==> src/rtl/det_3x3_seq_pkg.sv <==
// Shared definitions for the sequential 3x3 determinant blocks: default width,
// controller state encoding and the step indices of the product schedule.
package det_3x3_seq_pkg;

    localparam int DET_DATA_W = 8;
    localparam int DET_STEP_W = 4;

    localparam logic [1:0] ST_IDLE = 2'd0;
    localparam logic [1:0] ST_CALC = 2'd1;
    localparam logic [1:0] ST_DONE = 2'd2;

    localparam logic [3:0] STEP_EI  = 4'd0;
    localparam logic [3:0] STEP_FH  = 4'd1;
    localparam logic [3:0] STEP_DI  = 4'd2;
    localparam logic [3:0] STEP_FG  = 4'd3;
    localparam logic [3:0] STEP_DH  = 4'd4;
    localparam logic [3:0] STEP_EG  = 4'd5;
    localparam logic [3:0] STEP_AM1 = 4'd6;
    localparam logic [3:0] STEP_BM2 = 4'd7;
    localparam logic [3:0] STEP_CM3 = 4'd8;

    function automatic logic is_last_step(input logic [3:0] step);
        return step == STEP_CM3;
    endfunction

endpackage

==> src/rtl/det_3x3_seq_mod_mult.sv <==
// Combinational DATA_W x DATA_W multiplier returning the product modulo
// 2^DATA_W and a flag raised when the true product does not fit.
module mod_mult
    import det_3x3_seq_pkg::*;
#(
    parameter int DATA_W = DET_DATA_W
) (
    input  logic [DATA_W-1:0] i_a,
    input  logic [DATA_W-1:0] i_b,
    output logic [DATA_W-1:0] o_prod,
    output logic              o_flag_overflow
);

    logic [2*DATA_W-1:0] w_full;

    assign w_full          = {{DATA_W{1'b0}}, i_a} * {{DATA_W{1'b0}}, i_b};
    assign o_prod          = w_full[DATA_W-1:0];
    assign o_flag_overflow = |w_full[2*DATA_W-1:DATA_W];

endmodule

==> src/rtl/det_3x3_seq.sv <==
// Sequential 3x3 determinant: one shared multiplier, nine products per job,
// cofactor expansion along the first row, all arithmetic modulo 2^DATA_W.
module det_3x3_seq
    import det_3x3_seq_pkg::*;
#(
    parameter int DATA_W = DET_DATA_W
) (
    input  logic              clk,
    input  logic              rst_n,
    input  logic              start,
    input  logic [DATA_W-1:0] a,
    input  logic [DATA_W-1:0] b,
    input  logic [DATA_W-1:0] c,
    input  logic [DATA_W-1:0] d,
    input  logic [DATA_W-1:0] e,
    input  logic [DATA_W-1:0] f,
    input  logic [DATA_W-1:0] g,
    input  logic [DATA_W-1:0] h,
    input  logic [DATA_W-1:0] i,
    output logic              busy,
    output logic              done,
    output logic [DATA_W-1:0] resultado,
    output logic              flag_overflow,
    output logic [1:0]        o_dbg_state,
    output logic [3:0]        o_dbg_step
);

    // Handshake: start is accepted only on an edge where busy is low; the
    // matrix is captured on that edge. done pulses one cycle with resultado
    // valid; starts seen while busy are dropped, never queued.

    logic [1:0]        r_state;
    logic [3:0]        r_step;
    logic [DATA_W-1:0] r_a, r_b, r_c, r_d, r_e, r_f, r_g, r_h, r_i;
    logic [DATA_W-1:0] r_m1, r_m2, r_m3;
    logic [DATA_W-1:0] r_acc;
    logic [DATA_W-1:0] r_result;
    logic              r_ovf;

    logic [DATA_W-1:0] w_op_x;
    logic [DATA_W-1:0] w_op_y;
    logic [DATA_W-1:0] w_prod;
    logic              w_prod_ovf;

    always_comb begin
        w_op_x = '0;
        w_op_y = '0;
        case (r_step)
            STEP_EI:  begin w_op_x = r_e; w_op_y = r_i;  end
            STEP_FH:  begin w_op_x = r_f; w_op_y = r_h;  end
            STEP_DI:  begin w_op_x = r_d; w_op_y = r_i;  end
            STEP_FG:  begin w_op_x = r_f; w_op_y = r_g;  end
            STEP_DH:  begin w_op_x = r_d; w_op_y = r_h;  end
            STEP_EG:  begin w_op_x = r_e; w_op_y = r_g;  end
            STEP_AM1: begin w_op_x = r_a; w_op_y = r_m1; end
            STEP_BM2: begin w_op_x = r_b; w_op_y = r_m2; end
            STEP_CM3: begin w_op_x = r_c; w_op_y = r_m3; end
            default:  begin w_op_x = '0;  w_op_y = '0;   end
        endcase
    end

    mod_mult #(
        .DATA_W (DATA_W)
    ) u_mult (
        .i_a             (w_op_x),
        .i_b             (w_op_y),
        .o_prod          (w_prod),
        .o_flag_overflow (w_prod_ovf)
    );

    always_ff @(posedge clk or negedge rst_n) begin
        if (!rst_n) begin
            r_state  <= ST_IDLE;
            r_step   <= '0;
            r_a      <= '0;
            r_b      <= '0;
            r_c      <= '0;
            r_d      <= '0;
            r_e      <= '0;
            r_f      <= '0;
            r_g      <= '0;
            r_h      <= '0;
            r_i      <= '0;
            r_m1     <= '0;
            r_m2     <= '0;
            r_m3     <= '0;
            r_acc    <= '0;
            r_result <= '0;
            r_ovf    <= 1'b0;
        end else begin
            case (r_state)
                ST_IDLE: begin
                    if (start) begin
                        r_a     <= a;
                        r_b     <= b;
                        r_c     <= c;
                        r_d     <= d;
                        r_e     <= e;
                        r_f     <= f;
                        r_g     <= g;
                        r_h     <= h;
                        r_i     <= i;
                        r_ovf   <= 1'b0;
                        r_step  <= STEP_EI;
                        r_state <= ST_CALC;
                    end
                end
                ST_CALC: begin
                    r_ovf <= r_ovf | w_prod_ovf;
                    // Minors are built in place: first product loads, second subtracts.
                    case (r_step)
                        STEP_EI:  r_m1  <= w_prod;
                        STEP_FH:  r_m1  <= r_m1 - w_prod;
                        STEP_DI:  r_m2  <= w_prod;
                        STEP_FG:  r_m2  <= r_m2 - w_prod;
                        STEP_DH:  r_m3  <= w_prod;
                        STEP_EG:  r_m3  <= r_m3 - w_prod;
                        STEP_AM1: r_acc <= w_prod;
                        STEP_BM2: r_acc <= r_acc - w_prod;
                        STEP_CM3: begin
                            r_acc    <= r_acc + w_prod;
                            r_result <= r_acc + w_prod;
                        end
                        default:  r_acc <= r_acc;
                    endcase
                    if (is_last_step(r_step)) begin
                        r_step  <= '0;
                        r_state <= ST_DONE;
                    end else begin
                        r_step <= r_step + 4'd1;
                    end
                end
                ST_DONE: begin
                    r_state <= ST_IDLE;
                end
                default: begin
                    r_state <= ST_IDLE;
                    r_step  <= '0;
                end
            endcase
        end
    end

    assign busy          = (r_state != ST_IDLE);
    assign done          = (r_state == ST_DONE);
    assign resultado     = r_result;
    assign flag_overflow = r_ovf;
    assign o_dbg_state   = r_state;
    assign o_dbg_step    = r_step;

endmodule

==> config.mk <==
export PLATFORM = sky130hd
export DESIGN_NAME = det_3x3_seq
export DESIGN_NICKNAME = d
export VERILOG_FILES = /design/src/rtl/det_3x3_seq_pkg.sv /design/src/rtl/det_3x3_seq_mod_mult.sv /design/src/rtl/det_3x3_seq.sv
export SDC_FILE = /design/constraint.sdc
export NUM_CORES = 1
export LEC_CHECK = 0
export BUFFER_PORTS_ARGS = -buffer_cell sky130_fd_sc_hd__buf_2
export CORE_MARGIN = 10
export CORE_UTILIZATION = 61
export CTS_CLUSTER_SIZE = 28
export DETAILED_ROUTE_END_ITERATION = 12
export PLACE_DENSITY = 0.82
export SETUP_SLACK_MARGIN = 0.1
export SKIP_CTS_REPAIR_TIMING = 1
export SLEW_MARGIN = 20
export SYNTH_ARGS = -nofsm -noshare
export SYNTH_HDL_FRONTEND = slang
export SYNTH_SLANG_ARGS = --single-unit
export TNS_END_PERCENT = 10
==> constraint.sdc <==
create_clock -name clk -period 8.2 [get_ports clk]
set_input_delay 0.82 -clock clk [delete_from_list [all_inputs] [get_ports clk]]
set_output_delay 0.82 -clock clk [all_outputs]
set_load 0.02 [all_outputs]
# Yosys cells after proc, flatten, opt, wreduce, memory -nomap -nowiden
# Cells that the tools add are included.
# classes
n_addsub,6
n_mul,1
n_eq_ne,12
n_mux,14
bitwise,2
n_reduce_logical,24
# op_table
operator,n
8-bit case mux with 6 select lines,2
8-bit case mux with 2 select lines,3
8-bit subtractor,4
8-bit case mux with 3 select lines,1
2-bit AND reduction,9
"4-bit by 3-bit equality test with 1-bit output, second input constant",4
8-bit by 8-bit multiplier with 16-bit output,1
4-bit case mux with 3 select lines,1
2-bit OR reduction,6
2-bit nonzero test,5
8-bit adder,1
"4-bit by 2-bit equality test with 1-bit output, second input constant",2
4-bit two-way mux,2
8-bit OR reduction,1
"4-bit by 1-bit adder with 4-bit output, second input constant",1
"4-bit by 1-bit equality test with 1-bit output, second input constant",1
"4-bit equality test, second input constant",1
4-bit logical NOT,1
2-bit two-way mux,2
"2-bit inequality test, second input constant",2
2-bit case mux with 2 select lines,1
3-bit nonzero test,1
"2-bit by 1-bit equality test with 1-bit output, second input constant",1
"2-bit equality test, second input constant",1
5 further kinds,5
# word_totals
regBits,119
inputBits,75
output_inout_bits,17
elab_cells,76

# Logic depth before layout (Yosys ltp)
# depth
depth_word,7
ltp_mapped,28
depth_no_buf,26

# By module
# From an unflattened synthesis, not the netlist that was laid out.
# unflattened
hier_cells,933
hier_area_um2,9147.5
# modules_own_cells
module,instances,cells_each,area_per_inst_um2,seq_area_each_um2
det_3x3_seq,1,683,7063.0,2977.9
mod_mult,1,250,2084.5,0.0

# Least setup slack after synthesis
# Ideal clock, no wire load.
# synth_timing
kind,flip-flop to flip-flop
start,register r_step[0] (netlist: o_dbg_step[0])
end,register r_m1[7]
setup_ns,0.135
arrival_time_ns,6.084
t_required_ns,8.065
slack_ns,1.981
stages_incl_launch_ff,26
path_buffers,3
period_less_slack_ns,6.219
cell_sequence,dfrtp_1 inv_1 ha_1 clkbuf_1 and2_0 clkbuf_1 buf_2 a22oi_1 nand2_1 a221oi_2 nor2_1 fa_1 fa_1 inv_1 fa_1 fa_1 inv_1 ha_1 xnor2_1 inv_1 ha_1 or3_1 o211ai_1 mux2_2 o21ai_0 o21ai_0
# synth_via
elab_chain_len,6
elab_cells_between_ends,22
classes_between,1 x add/sub; 1 x mul; 8 x eq/ne; 3 x mux; 9 x reduce/logical
# synth_rtl
item,line_no,text
"start, declared",det_3x3_seq.sv:33,logic [3:0] r_step;
"start signal, assigned",det_3x3_seq.sv:130,r_step <= r_step + 4'd1;
4-bit by 3-bit equality test with 1-bit output (tied with other cells),det_3x3_seq.sv:48,case (r_step)
2-bit OR reduction (no source line),-,
8-bit case mux with 6 select lines,det_3x3_seq.sv:48,
8-bit by 8-bit multiplier with 16-bit output,det_3x3_seq_mod_mult.sv:16,"assign w_full = {{DATA_W{1'b0}}, i_a} * {{DATA_W{1'b0}}, i_b};"
8-bit subtractor,det_3x3_seq.sv:113,STEP_FH: r_m1 <= r_m1 - w_prod;
8-bit case mux with 2 select lines,det_3x3_seq.sv:111,case (r_step)
"end signal, assigned",det_3x3_seq.sv:112,STEP_EI: r_m1 <= w_prod;
"end signal, assigned",det_3x3_seq.sv:113,
"end, declared",det_3x3_seq.sv:35,"logic [DATA_W-1:0] r_m1, r_m2, r_m3;"
# Several ways; a longest one is shown, not always the timed one.
# A chain may end at the register's enable or synchronous reset.

# Final worst setup path
# Same ends and word-level chain as after synthesis.

==> summary by stage <==
Synthesis
The share of synthesized flip-flops with an asynchronous set or reset is 100.0%. The dominant cell type by area after synthesis is sky130_fd_sc_hd__dfrtp_1. The commonest register cell after synthesis is sky130_fd_sc_hd__dfrtp_1. After synthesis, flip-flops and latches occupy roughly 33% of the total area. Synthesis produced 928 cells. Synthesis produced a netlist with a net count of 1120.

Yosys attributes the largest share of cell area to sky130_fd_sc_hd__dfrtp_1, sky130_fd_sc_hd__ha_1, sky130_fd_sc_hd__mux2_2, sky130_fd_sc_hd__fa_1, sky130_fd_sc_hd__inv_1. The post-synthesis instance area is 0.009121 mm2. Of the post-synthesis cell area, the dominant cell type holds about 33%.

The warning count from the yosys run is 0. The number of different library cells in the post-synthesis netlist is around 70. The synthesized design contains approximately 120 register bits. The mean instance size in the synthesized netlist is 9.829 um2. The number of flops mapped to enable cells by yosys is 0.

Worst setup path
The critical path in this run is classified as reg2reg. The largest single stage delay on the critical path is roughly 0.53 ns. Walking the worst path, the cells encountered are inv_1 -> ha_1 -> and2_0 -> a22oi_1 -> nand2_1 -> a221oi_1 -> nor2_1 -> fa_1 -> fa_1 -> inv_1 -> fa_1 -> fa_1 -> inv_1 -> ha_1 -> xnor2_1 -> inv_1 -> ha_1 -> or3_1 -> o211ai_1 -> mux2_2 -> o21ai_0 -> o21ai_0. In this run the worst path has a maximum fanout of 14. STA classifies the critical path startpoint as a register. For this design, the slowest cell found on the critical path is sky130_fd_sc_hd__xnor2_1.

The worst setup path is captured at a register. Data on the critical path is required at its endpoint by about 8.5 ns. The arrival time reported for the critical path endpoint is approximately 7.4 ns.

Timing
The total negative slack for setup checks is 0 ns. For the final database, setup skew stands at between 0.008 and 0.009 ns. The hold slack is roughly 0.45 ns. The number of pins exceeding their max-slew limit in the final report is 0.

Setup repair after global routing left no endpoint under its margin. The total count of hold-check failures in the final report was 0. Measured against its own limit, the worst slew margin works out to about a third. The final-report setup violation count is 0. For the pin with the worst max-slew slack, the measured transition is slightly above 1 ns. Of the available clock period, the critical path in the final layout requires roughly 87%. Derived from the worst setup path, the maximum achievable clock frequency is 140.4 MHz. The worst path in the final design needs a cycle of a little over 7 ns, including I/O delays and setup.

CTS
The maximum root-to-sink buffer count is 2. The number of sinks handled by clock tree synthesis is 119. The deepest level of the CTS H-tree is 4.

The cell sitting at the root of the clock tree is a sky130_fd_sc_hd__clkbuf_16. After clock tree synthesis, the clock-pin slew on the worst setup and hold paths is approximately 0.06 ns. The clock latency reported for the late side of the worst-skew pair is roughly 0.43 ns. TritonCTS built the clock tree.

The number of CTS-inserted buffers is 17.

Floorplanning
The starting density of the core is between 60% and 70%. In this run the core area contains 44 standard-cell rows. The floorplan die width is 142.3 um. The core region is 0.01459 mm2. For this design the top-level I/O count stands at 92. The floorplan step defined a die boundary enclosing between 0.02 and 0.025 mm2.

The die outline height is about 140 um.

Global route
The remaining global-route overflow is 0. Entering global routing, the biggest net connects between 70 and 80 pins. The number of global-route vias before repair is 7480. Across every metal layer, demand over resource in global routing totals 24.03%. The wire length of the first global-routing pass is about 39000 um. The number of antenna violations at the first check in global routing is 0.

Detailed routing
The residual DRC count is 0. The iteration count of the initial detailed-routing pass is 5. The routed wire length is roughly 24000 um. For this block, the initial DRC count from the detailed router was between 800 and 900. Dividing the detail-routed wire length by the instance count gives ~20 um. For this block, the via count after detailed routing is roughly 7500. In the routed layout, each cell is associated on average with a via count of slightly above 6.

The final antenna-violating net count is 0.

Hold path
The worst hold path belongs to the class in2async.

Layout
The final-layout fill cell count is around 1100. The repair_antennas step left the layout with diodes totalling 0. The total number of nets in the final design is 1198. The post-route netlist has about 22% of its cells at a drive strength greater than 1. Compared with the post-synthesis result, the final layout area differs by 12.43%.

Run
Across the run, the number of max-cap violations was 0.

Status
The run finished with clean final reports.

Placement
The HPWL after detailed placement is about 18000 um. During placement, the flow inserted port buffers numbering between 90 and 100. The congestion estimate from routability-driven global placement came to between 0.9 and 1.
[synth_stat cells, drive strengths merged (4+ instances only)]
master   instances
fa              41
a21o            12
nand2           84
a221oi           6
o221ai           4
a211oi          10
mux2i           10
buf             23
o2111ai          4
mux2            75
a22oi           22
a221o            6
clkbuf          13
xor2             6
nand3           14
dfrtp          119
ha              76
and2             8
nor2            64
nand2b          16
nor3             8
o21ai           48
o21a             5
a31oi            5
a21oi           57
or2              4
nor2b           15
o21bai           4
and3             6
inv             86
xnor2           25
a222oi          13
o211ai           6
[sequential cells by signal, summed over array words and instances, names as in the netlist]
signal         flops
r_f                8
r_m2               8
r_c                8
r_i                8
r_acc              8
r_h                8
r_b                8
r_g                8
r_a                8
r_m1               8
o_dbg_state        2
r_m3               8
o_dbg_step         4
r_e                8
resultado          8
flag_overflow      1
r_d                8
[path summary, 6_finish.rpt]
path                       slack (ns)  depth (start not counted)                  endpoint                       from
max in group asynchronous        6.47                          2        r_f[3]$_DFFE_PN0P_                      rst_n
setup reg to reg                 1.08                         22       r_m1[7]$_DFFE_PN0P_  o_dbg_step[0]$_DFFE_PN0P_
hold / removal                   0.45                          1       r_m2[1]$_DFFE_PN0P_                      rst_n
hold reg to reg                  0.47                          2  resultado[5]$_DFFE_PN0P_   resultado[5]$_DFFE_PN0P_
setup / recovery                 1.08                         22       r_m1[7]$_DFFE_PN0P_  o_dbg_step[0]$_DFFE_PN0P_
min in group clk                 0.47                          2  resultado[5]$_DFFE_PN0P_   resultado[5]$_DFFE_PN0P_
[metal layers]
layer,share of wire [%],up-vias,track usage [%]
met1,42,3634,31.09
met4,2.8,0,9.844
met3,7.1,59,5.874
met5,0,-,0
li1,-,3451,-
met2,48,345,37.77
[metrics by stage]
step / util, % / setup WS, ns / instance area, um2 / cells
floorplan: - / 1.981 / 9121 / 928
global placement: 66.23 / 1.482 / 9662 / 1170
detailed placement: 66.23 / 1.272 / 9662 / 1170
CTS: 70.24 / 1.240 / 10250 / 1202
global route: 70.29 / 0.6738 / 10250 / 1203
finish: 70.29 / 1.078 / 10250 / 1203
[layout make-up]
type | count | area, um2 | area share (%)
multi-input combinational | 687 | 5650 | 55.10
inverter | 86 | 322.8 | 3.148
timing repair buffer | 95 | 488.0 | 4.758
tap | 184 | 230.2 | 2.245
sequential | 119 | 2978 | 29.04
clock buffer | 17 | 425.4 | 4.148
clock inverter | 15 | 160.2 | 1.562
[layout by cell type (no fill, tap or decap), types with 8 or more instances in the layout]
cell and count:
sky130_fd_sc_hd__dfrtp_1 119, sky130_fd_sc_hd__buf_2 90, sky130_fd_sc_hd__inv_1 85, sky130_fd_sc_hd__nand2_1 84, sky130_fd_sc_hd__ha_1 76, sky130_fd_sc_hd__mux2_2 75
sky130_fd_sc_hd__nor2_1 60, sky130_fd_sc_hd__a21oi_1 54, sky130_fd_sc_hd__o21ai_0 46, sky130_fd_sc_hd__fa_1 41, sky130_fd_sc_hd__xnor2_1 23, sky130_fd_sc_hd__a22oi_1 22
sky130_fd_sc_hd__clkbuf_16 17, sky130_fd_sc_hd__nand2b_1 16, sky130_fd_sc_hd__nand3_1 14, sky130_fd_sc_hd__nor2b_1 14, sky130_fd_sc_hd__a222oi_1 13, sky130_fd_sc_hd__a21o_1 12
sky130_fd_sc_hd__mux2i_1 10, sky130_fd_sc_hd__a211oi_1 9, sky130_fd_sc_hd__nor3_1 8
[cells by family (layout without fill, tap and decap cells)]
| logic type | count (synthesis) | count (layout) | share of synthesized area, % |
|---|---|---|---|
| AOI/OAI and AO/OA | 222 | 222 | 16.98 |
| xor gates and xnor gates | 31 | 31 | 3.141 |
| adders and majority gates | 117 | 117 | 19.42 |
| DFF | 119 | 119 | 32.65 |
| and+or+nand+nor | 232 | 232 | 11.96 |
| muxes | 85 | 85 | 10.36 |
| buffers and inverters | 122 | 213 | 5.487 |
[critical path, delay by kind of cell (launching register included)]
kind	cells	cell delay, ns
compound gates	5	1.21
xor+xnor	1	0.53
fa+ha+maj	7	2.83
buf+inv	4	0.47
flops	1	0.45
mux	1	0.37
simple gates	4	1.10
Power is left out: the tool's default activity adds up to more than one toggle a clock period on the data nets, which glitch-free logic cannot reach.
